`src/rtl/mio_ctrl_if.sv`:
```
// IOB -> MIO push interface.
// Carries the one-cycle push strobe, the port select and the push data from
// the I/O bus side. It returns the one-cycle UART frame-complete pulse.
//   iob__mio_val    push strobe, one cycle per request
//   iob__mio_port   0 = GPIO, 1 = UART
//   iob__mio_wdata  push data (UART uses [7:0], GPIO uses the low GPIO_W bits)
//   mio__iob_done   one-cycle pulse when a UART frame's stop bit completes
interface mio_ctrl_if;
    logic        iob__mio_val;
    logic        iob__mio_port;
    logic [31:0] iob__mio_wdata;
    logic        mio__iob_done;

    modport master (
        output iob__mio_val,
        output iob__mio_port,
        output iob__mio_wdata,
        input  mio__iob_done
    );

    modport slave (
        input  iob__mio_val,
        input  iob__mio_port,
        input  iob__mio_wdata,
        output mio__iob_done
    );
endinterface

```
`src/rtl/mio_ctrl.sv`:
```
// MIO responder: GPIO output bank plus 8N1 UART transmitter.
// GPIO pushes load the output register at the push edge and never produce
// done. UART pushes start one frame and return done when its stop bit ends.
//   clk             core clock
//   rst             asynchronous reset, active-high
//   iob             push interface (slave side)
//   mio__uart_tx    serial TX line, idle high
//   mio__uart_busy  high while the transmitter is not idle
//   mio__gpio_out   GPIO output register
//
// state   | meaning
// S_IDLE  | line idle high, waiting for a UART push
// S_START | start bit (low) being held for one bit time
// S_DATA  | data bits 0..7, LSB first, bit_cnt selects the bit
// S_STOP  | stop bit (high) being held for one bit time
module mio_ctrl #(
    parameter int CLKS_PER_BIT = 868,
    parameter int GPIO_W       = 32,
    parameter int CNT_W        = 16
) (
    input  logic              clk,
    input  logic              rst,
    mio_ctrl_if.slave         iob,
    output logic              mio__uart_tx,
    output logic              mio__uart_busy,
    output logic [GPIO_W-1:0] mio__gpio_out
);

    typedef enum logic [1:0] {S_IDLE, S_START, S_DATA, S_STOP} state_t;

    localparam logic [CNT_W-1:0] CNT_LAST = CNT_W'(CLKS_PER_BIT - 1);

    state_t             state_q, state_nx;
    logic [CNT_W-1:0]   baud_q, baud_nx;
    logic [2:0]         bit_q, bit_nx;
    logic [7:0]         shreg_q, shreg_nx;
    logic               tx_q, tx_nx;
    logic               busy_q, busy_nx;
    logic               done_q, done_nx;
    logic [GPIO_W-1:0]  gpio_q;

    logic uart_push;
    logic gpio_push;
    logic baud_tc;
    logic uart_take;

    assign uart_push = iob.iob__mio_val & iob.iob__mio_port;
    assign gpio_push = iob.iob__mio_val & ~iob.iob__mio_port;
    assign baud_tc   = (baud_q == CNT_LAST);
    // A push landing on the last stop-bit edge is taken so that back-to-back
    // frames run with no idle gap between stop bit and next start bit.
    assign uart_take = (state_q == S_IDLE) || ((state_q == S_STOP) && baud_tc);

    always_ff @(posedge clk or posedge rst) begin
        if (rst) begin
            state_q <= S_IDLE;
            baud_q  <= '0;
            bit_q   <= '0;
            shreg_q <= '0;
            tx_q    <= 1'b1;
            busy_q  <= 1'b0;
            done_q  <= 1'b0;
        end else begin
            state_q <= state_nx;
            baud_q  <= baud_nx;
            bit_q   <= bit_nx;
            shreg_q <= shreg_nx;
            tx_q    <= tx_nx;
            busy_q  <= busy_nx;
            done_q  <= done_nx;
        end
    end

    always_comb begin
        state_nx = state_q;
        baud_nx  = baud_q;
        bit_nx   = bit_q;
        shreg_nx = shreg_q;
        tx_nx    = tx_q;
        busy_nx  = busy_q;
        done_nx  = 1'b0;
        case (state_q)
            S_IDLE: begin
                if (uart_push) begin
                    shreg_nx = iob.iob__mio_wdata[7:0];
                    tx_nx    = 1'b0;
                    baud_nx  = '0;
                    busy_nx  = 1'b1;
                    state_nx = S_START;
                end
            end
            S_START: begin
                if (baud_tc) begin
                    baud_nx  = '0;
                    tx_nx    = shreg_q[0];
                    bit_nx   = '0;
                    state_nx = S_DATA;
                end else begin
                    baud_nx = baud_q + CNT_W'(1);
                end
            end
            S_DATA: begin
                if (baud_tc) begin
                    baud_nx = '0;
                    if (bit_q == 3'd7) begin
                        tx_nx    = 1'b1;
                        state_nx = S_STOP;
                    end else begin
                        shreg_nx = {1'b0, shreg_q[7:1]};
                        tx_nx    = shreg_q[1];
                        bit_nx   = bit_q + 3'd1;
                    end
                end else begin
                    baud_nx = baud_q + CNT_W'(1);
                end
            end
            S_STOP: begin
                if (baud_tc) begin
                    baud_nx = '0;
                    done_nx = 1'b1;
                    if (uart_push) begin
                        shreg_nx = iob.iob__mio_wdata[7:0];
                        tx_nx    = 1'b0;
                        state_nx = S_START;
                    end else begin
                        busy_nx  = 1'b0;
                        state_nx = S_IDLE;
                    end
                end else begin
                    baud_nx = baud_q + CNT_W'(1);
                end
            end
            default: begin
                state_nx = S_IDLE;
                tx_nx    = 1'b1;
                busy_nx  = 1'b0;
            end
        endcase
    end

    always_ff @(posedge clk or posedge rst) begin
        if (rst) begin
            gpio_q <= '0;
        end else if (gpio_push) begin
            gpio_q <= iob.iob__mio_wdata[GPIO_W-1:0];
        end
    end

    assign iob.mio__iob_done = done_q;
    assign mio__uart_tx      = tx_q;
    assign mio__uart_busy    = busy_q;
    assign mio__gpio_out     = gpio_q;

    // UART pushes while a frame is in flight are dropped; flag them in sim.
    ap_uart_push_when_busy: assert property (
        @(posedge clk) disable iff (rst) !(uart_push && !uart_take)
    ) else $warning("mio_ctrl: UART push dropped, transmitter busy");

endmodule
```
`src/flat_wrapper.sv`:
```
// flat-port wrapper written by rule: the top's interface ports become plain ports
module mio_ctrl_flat 
#(
    parameter int CLKS_PER_BIT = 868,
    parameter int GPIO_W       = 32,
    parameter int CNT_W        = 16
)
  (clk, rst, mio__uart_tx, mio__uart_busy, mio__gpio_out, iob_iob__mio_val, iob_iob__mio_port, iob_iob__mio_wdata, iob_mio__iob_done);
  mio_ctrl_if iob_i ();
  input  logic clk;
  input  logic rst;
  output logic mio__uart_tx;
  output logic mio__uart_busy;
  output logic [GPIO_W-1:0] mio__gpio_out;
  input wire logic [$bits(iob_i.iob__mio_val)-1:0] iob_iob__mio_val;
  input wire logic [$bits(iob_i.iob__mio_port)-1:0] iob_iob__mio_port;
  input wire logic [$bits(iob_i.iob__mio_wdata)-1:0] iob_iob__mio_wdata;
  output wire logic [$bits(iob_i.mio__iob_done)-1:0] iob_mio__iob_done;
  assign iob_i.iob__mio_val = iob_iob__mio_val;
  assign iob_i.iob__mio_port = iob_iob__mio_port;
  assign iob_i.iob__mio_wdata = iob_iob__mio_wdata;
  assign iob_mio__iob_done = iob_i.mio__iob_done;
  mio_ctrl #(.CLKS_PER_BIT(CLKS_PER_BIT), .GPIO_W(GPIO_W), .CNT_W(CNT_W)) u_core (.clk(clk), .rst(rst), .iob(iob_i), .mio__uart_tx(mio__uart_tx), .mio__uart_busy(mio__uart_busy), .mio__gpio_out(mio__gpio_out));
endmodule
```
`config.mk`:
```
export PLATFORM = sky130hd
export DESIGN_NAME = mio_ctrl_flat
export DESIGN_NICKNAME = d
export VERILOG_FILES = /design/src/rtl/mio_ctrl_if.sv /design/src/rtl/mio_ctrl.sv /design/src/flat_wrapper.sv
export SDC_FILE = /design/constraint.sdc
export NUM_CORES = 1
export LEC_CHECK = 0
export ABC_AREA = 1
export CAP_MARGIN = 25
export CORE_ASPECT_RATIO = 0.9
export CORE_UTILIZATION = 40
export CTS_BUF_LIST = sky130_fd_sc_hd__clkbuf_16
export DETAILED_ROUTE_END_ITERATION = 6
export PLACE_DENSITY = 0.73
export RECOVER_POWER = 100
export SYNTH_ARGS = -nofsm -noshare
export SYNTH_HDL_FRONTEND = slang
export SYNTH_SLANG_ARGS = --single-unit
```
`constraint.sdc`:
```
create_clock -name clk -period 2.82 [get_ports clk]
set_input_delay 0.282 -clock clk [delete_from_list [all_inputs] [get_ports clk]]
set_output_delay 0.282 -clock clk [all_outputs]
set_load 0.05 [all_outputs]
```
==> metrics.txt <==
Metal-1 WL roughly 3200 microns; CP Launch Type flip-flop; initial antenna violation count 0; placed cells roughly 520; Data arrival, critical path ~2500 ps; die height ~87 microns; Ports 71; Placement Setup Slack approximately 740 ps; total grt overflow 0; Avg Inst Size Synth just under 9 sq um; die area between 8000 and 9000 sq um; CTS root buf clkbuf_16; Max-Cap Viols 0; Synth Area in XOR/XNOR 1.36%; non-filler cells, final 539; Crit. End Element flip-flop; GR Util All Layers between 15 and 20%; post-CTS setup repair buffer count 0; hold_buf cts 0; TritonCTS clock tree yes; top-area cell type share of the netlist area 49.0%; final hold viol count 0; drt wl/cell about 13 microns; HP Class flip-flop to flip-flop; vias per inst between 4 and 5; # diodes 0; DR vias 2557; Area Growth Syn to Fin 32.2%; outcome complete, no violations; Synth Area in Compound Gates about 5.0%; count leader, synth nand2_1; Remaining DRCs 0; slew margin rel. between 30% and 40%; DRT iter0 DRCs 87; Data required, critical path 3030 ps; CTS buffer count 9; Rows 30; met3 routed wirelength between 300 and 400 microns; Worst-Skew Late Latency ~320 ps; Fmax between 400 and 500 MHz; vias in the first global route ~2.6k; Syn Inst Count about 360; power per cell area between 800 and 900 nW/um^2; sequential fraction of the synthesis area between 40% and 50%; unrepaired setup endpoints after global routing false; multiplexer fraction of the synthesized cell area under 10%; CP startpoint u_core.state_q[0]; Layout Nets between 400 and 500; Reg clk slew, reported paths approximately 50 ps; Finished Core Util between 50 and 60%; maximum vdd ir drop 0.439 mV; Syn Std Cell Area about 3200 sq um; ANT nets after route 0; H-tree levels 3; placer congestion estimate just under 0.9; reg2reg start u_core.state_q[0]; largest net degree at the start of global routing just over 40; number of flops mapped to enable cells by yosys 0; Synth async-reset ratio 100%; Post-Synth Adder-Cell Area between 3 and 4%; Initial Util between 40% and 50%; clk sinks between 60 and 70; Max Slew Vio Count 0; Setup-failing EPs final 0; Mapped Nets ~400; share of cells above drive strength 1 about 14%; Slew @ Worst Pin 1050 ps; first drt pass iteration count 4; Top Metal Used met4; metal2 WL 3400 microns; Detailed Place HPWL 5070 microns; critical path class flip-flop to flip-flop; Port Buffers 70; flops & latches, synth 64; drt total wl 6990 microns; largest family of logic cells by synthesized area simple AND/OR/NAND/NOR gates; Worst Path Max Fanout 21; core area ~7700 sq um; most frequent cells after synthesis nand2_1 (98), dfrtp_1 (63), inv_1 (36); post-CTS resize count 0; post-synthesis simple-gate area fraction between 20% and 30%; Yosys top cell by area dfrtp_1; multi-input logic area ~1400 sq um; register area between 1500 and 2000 sq um; Top FF cell, synth dfrtp_1; largest cells by area after synthesis dfrtp_1 (49%), nand2_1 (11%), mux2_2 (8.4%); Leak a little under 2 nW; die width between 90 and 100 microns; clk_skew between 5 and 6 ps; Period Utilization, post-route roughly four fifths; final worst setup slack around 560 ps; min Tclk post-route 2260 ps; first-pass GRT wire length about 12000 microns; setup TNS 0 ps; min-delay src u_core.mio__uart_tx; warnings from Yosys 0; CTS max path bufs 2; fillers between 600 and 700; unique cell type count in the Yosys netlist 30
## cell families after synthesis
group	Yosys count
flip-flops	64
XOR/XNOR	5
AO/OA/AOI/OAI	29
buffers and inverters	49
multiplexers	24
AND/OR/NAND/NOR	185
adder cells (fa/ha/maj)	8
## cell type report
| type | instances | share of cell area, % |
|---|---|---|
| inverter | 40 | 3.59 |
| sequential | 64 | 37.7 |
| timing repair buffer | 73 | 16.9 |
| clock inverter | 6 | 1.44 |
| clock buffer | 9 | 5.30 |
| tap | 96 | 2.83 |
| multi-input combinational | 251 | 32.3 |
## per-layer routing
layer	global-route usage (%)	up-vias
met5	0	-
met4	4.01	0
met3	6.02	5
met2	30.0	63
met1	22.9	1183
li1	-	1306
## worst max-delay path: stages, from the launching register on
cell	delay, ps
dfrtp_1	410
inv_1	150
ha_1	600
nor2_1	160
nor3_2	530
nand2_4	160
nand2_1	90
nand2_1	50
## path summary, 6_finish.rpt
check,cells past startpoint,to,slack [ps]
max in group asynchronous,3,u_core.baud_q[5],840
worst min register to register,2,u_core.mio__uart_tx,460
worst min-delay path,2,u_core.mio__uart_tx,460
worst max-delay path,7,u_core.shreg_q[3],560
worst max register to register,7,u_core.shreg_q[3],560
min in group asynchronous,2,u_core.baud_q[11],560
## metrics by stage
step | instance area (sq um) | hold slack, ps | total power, mW
2_1_floorplan | 3210 | 433 | 2.22
3_3_place_gp | 4000 | 456 | 2.57
3_5_place_dp | 4000 | 458 | 2.61
4_1_cts | 4290 | 287 | 3.68
5_1_grt | 4250 | 475 | 3.81
6_report | 4250 | 459 | 3.58
## cells in the final DEF, fill, tap and decap left out, types with 4 or more instances in the layout
cell	n
dlygate4sd3_1	37
mux2_2	24
nand2_1	102
nand4_1	5
ha_1	8
inv_1	36
nor2_1	35
clkdlybuf4s50_1	33
clkinv_2	4
nand3_1	27
clkbuf_16	9
nor2_2	7
o21ai_0	25
dfrtp_1	63
## power breakdown
part | leakage [nW] | switching, mW | internal, mW
Combinational | 1.04 | 0.879 | 0.424
Sequential | 0.805 | 0.111 | 1.10
Clock | 0.141 | 0.385 | 0.674
## sequential cells by signal, indices dropped and copies added (netlist names)
register	cells
u_core.baud_q	16
u_core.bit_q	3
u_core.iob.mio__iob_done	1
u_core.mio__gpio_out	32
u_core.mio__uart_busy	1
u_core.mio__uart_tx	1
u_core.shreg_q	8
u_core.state_q	2
Note: power is estimated with default switching activity, not from simulation.
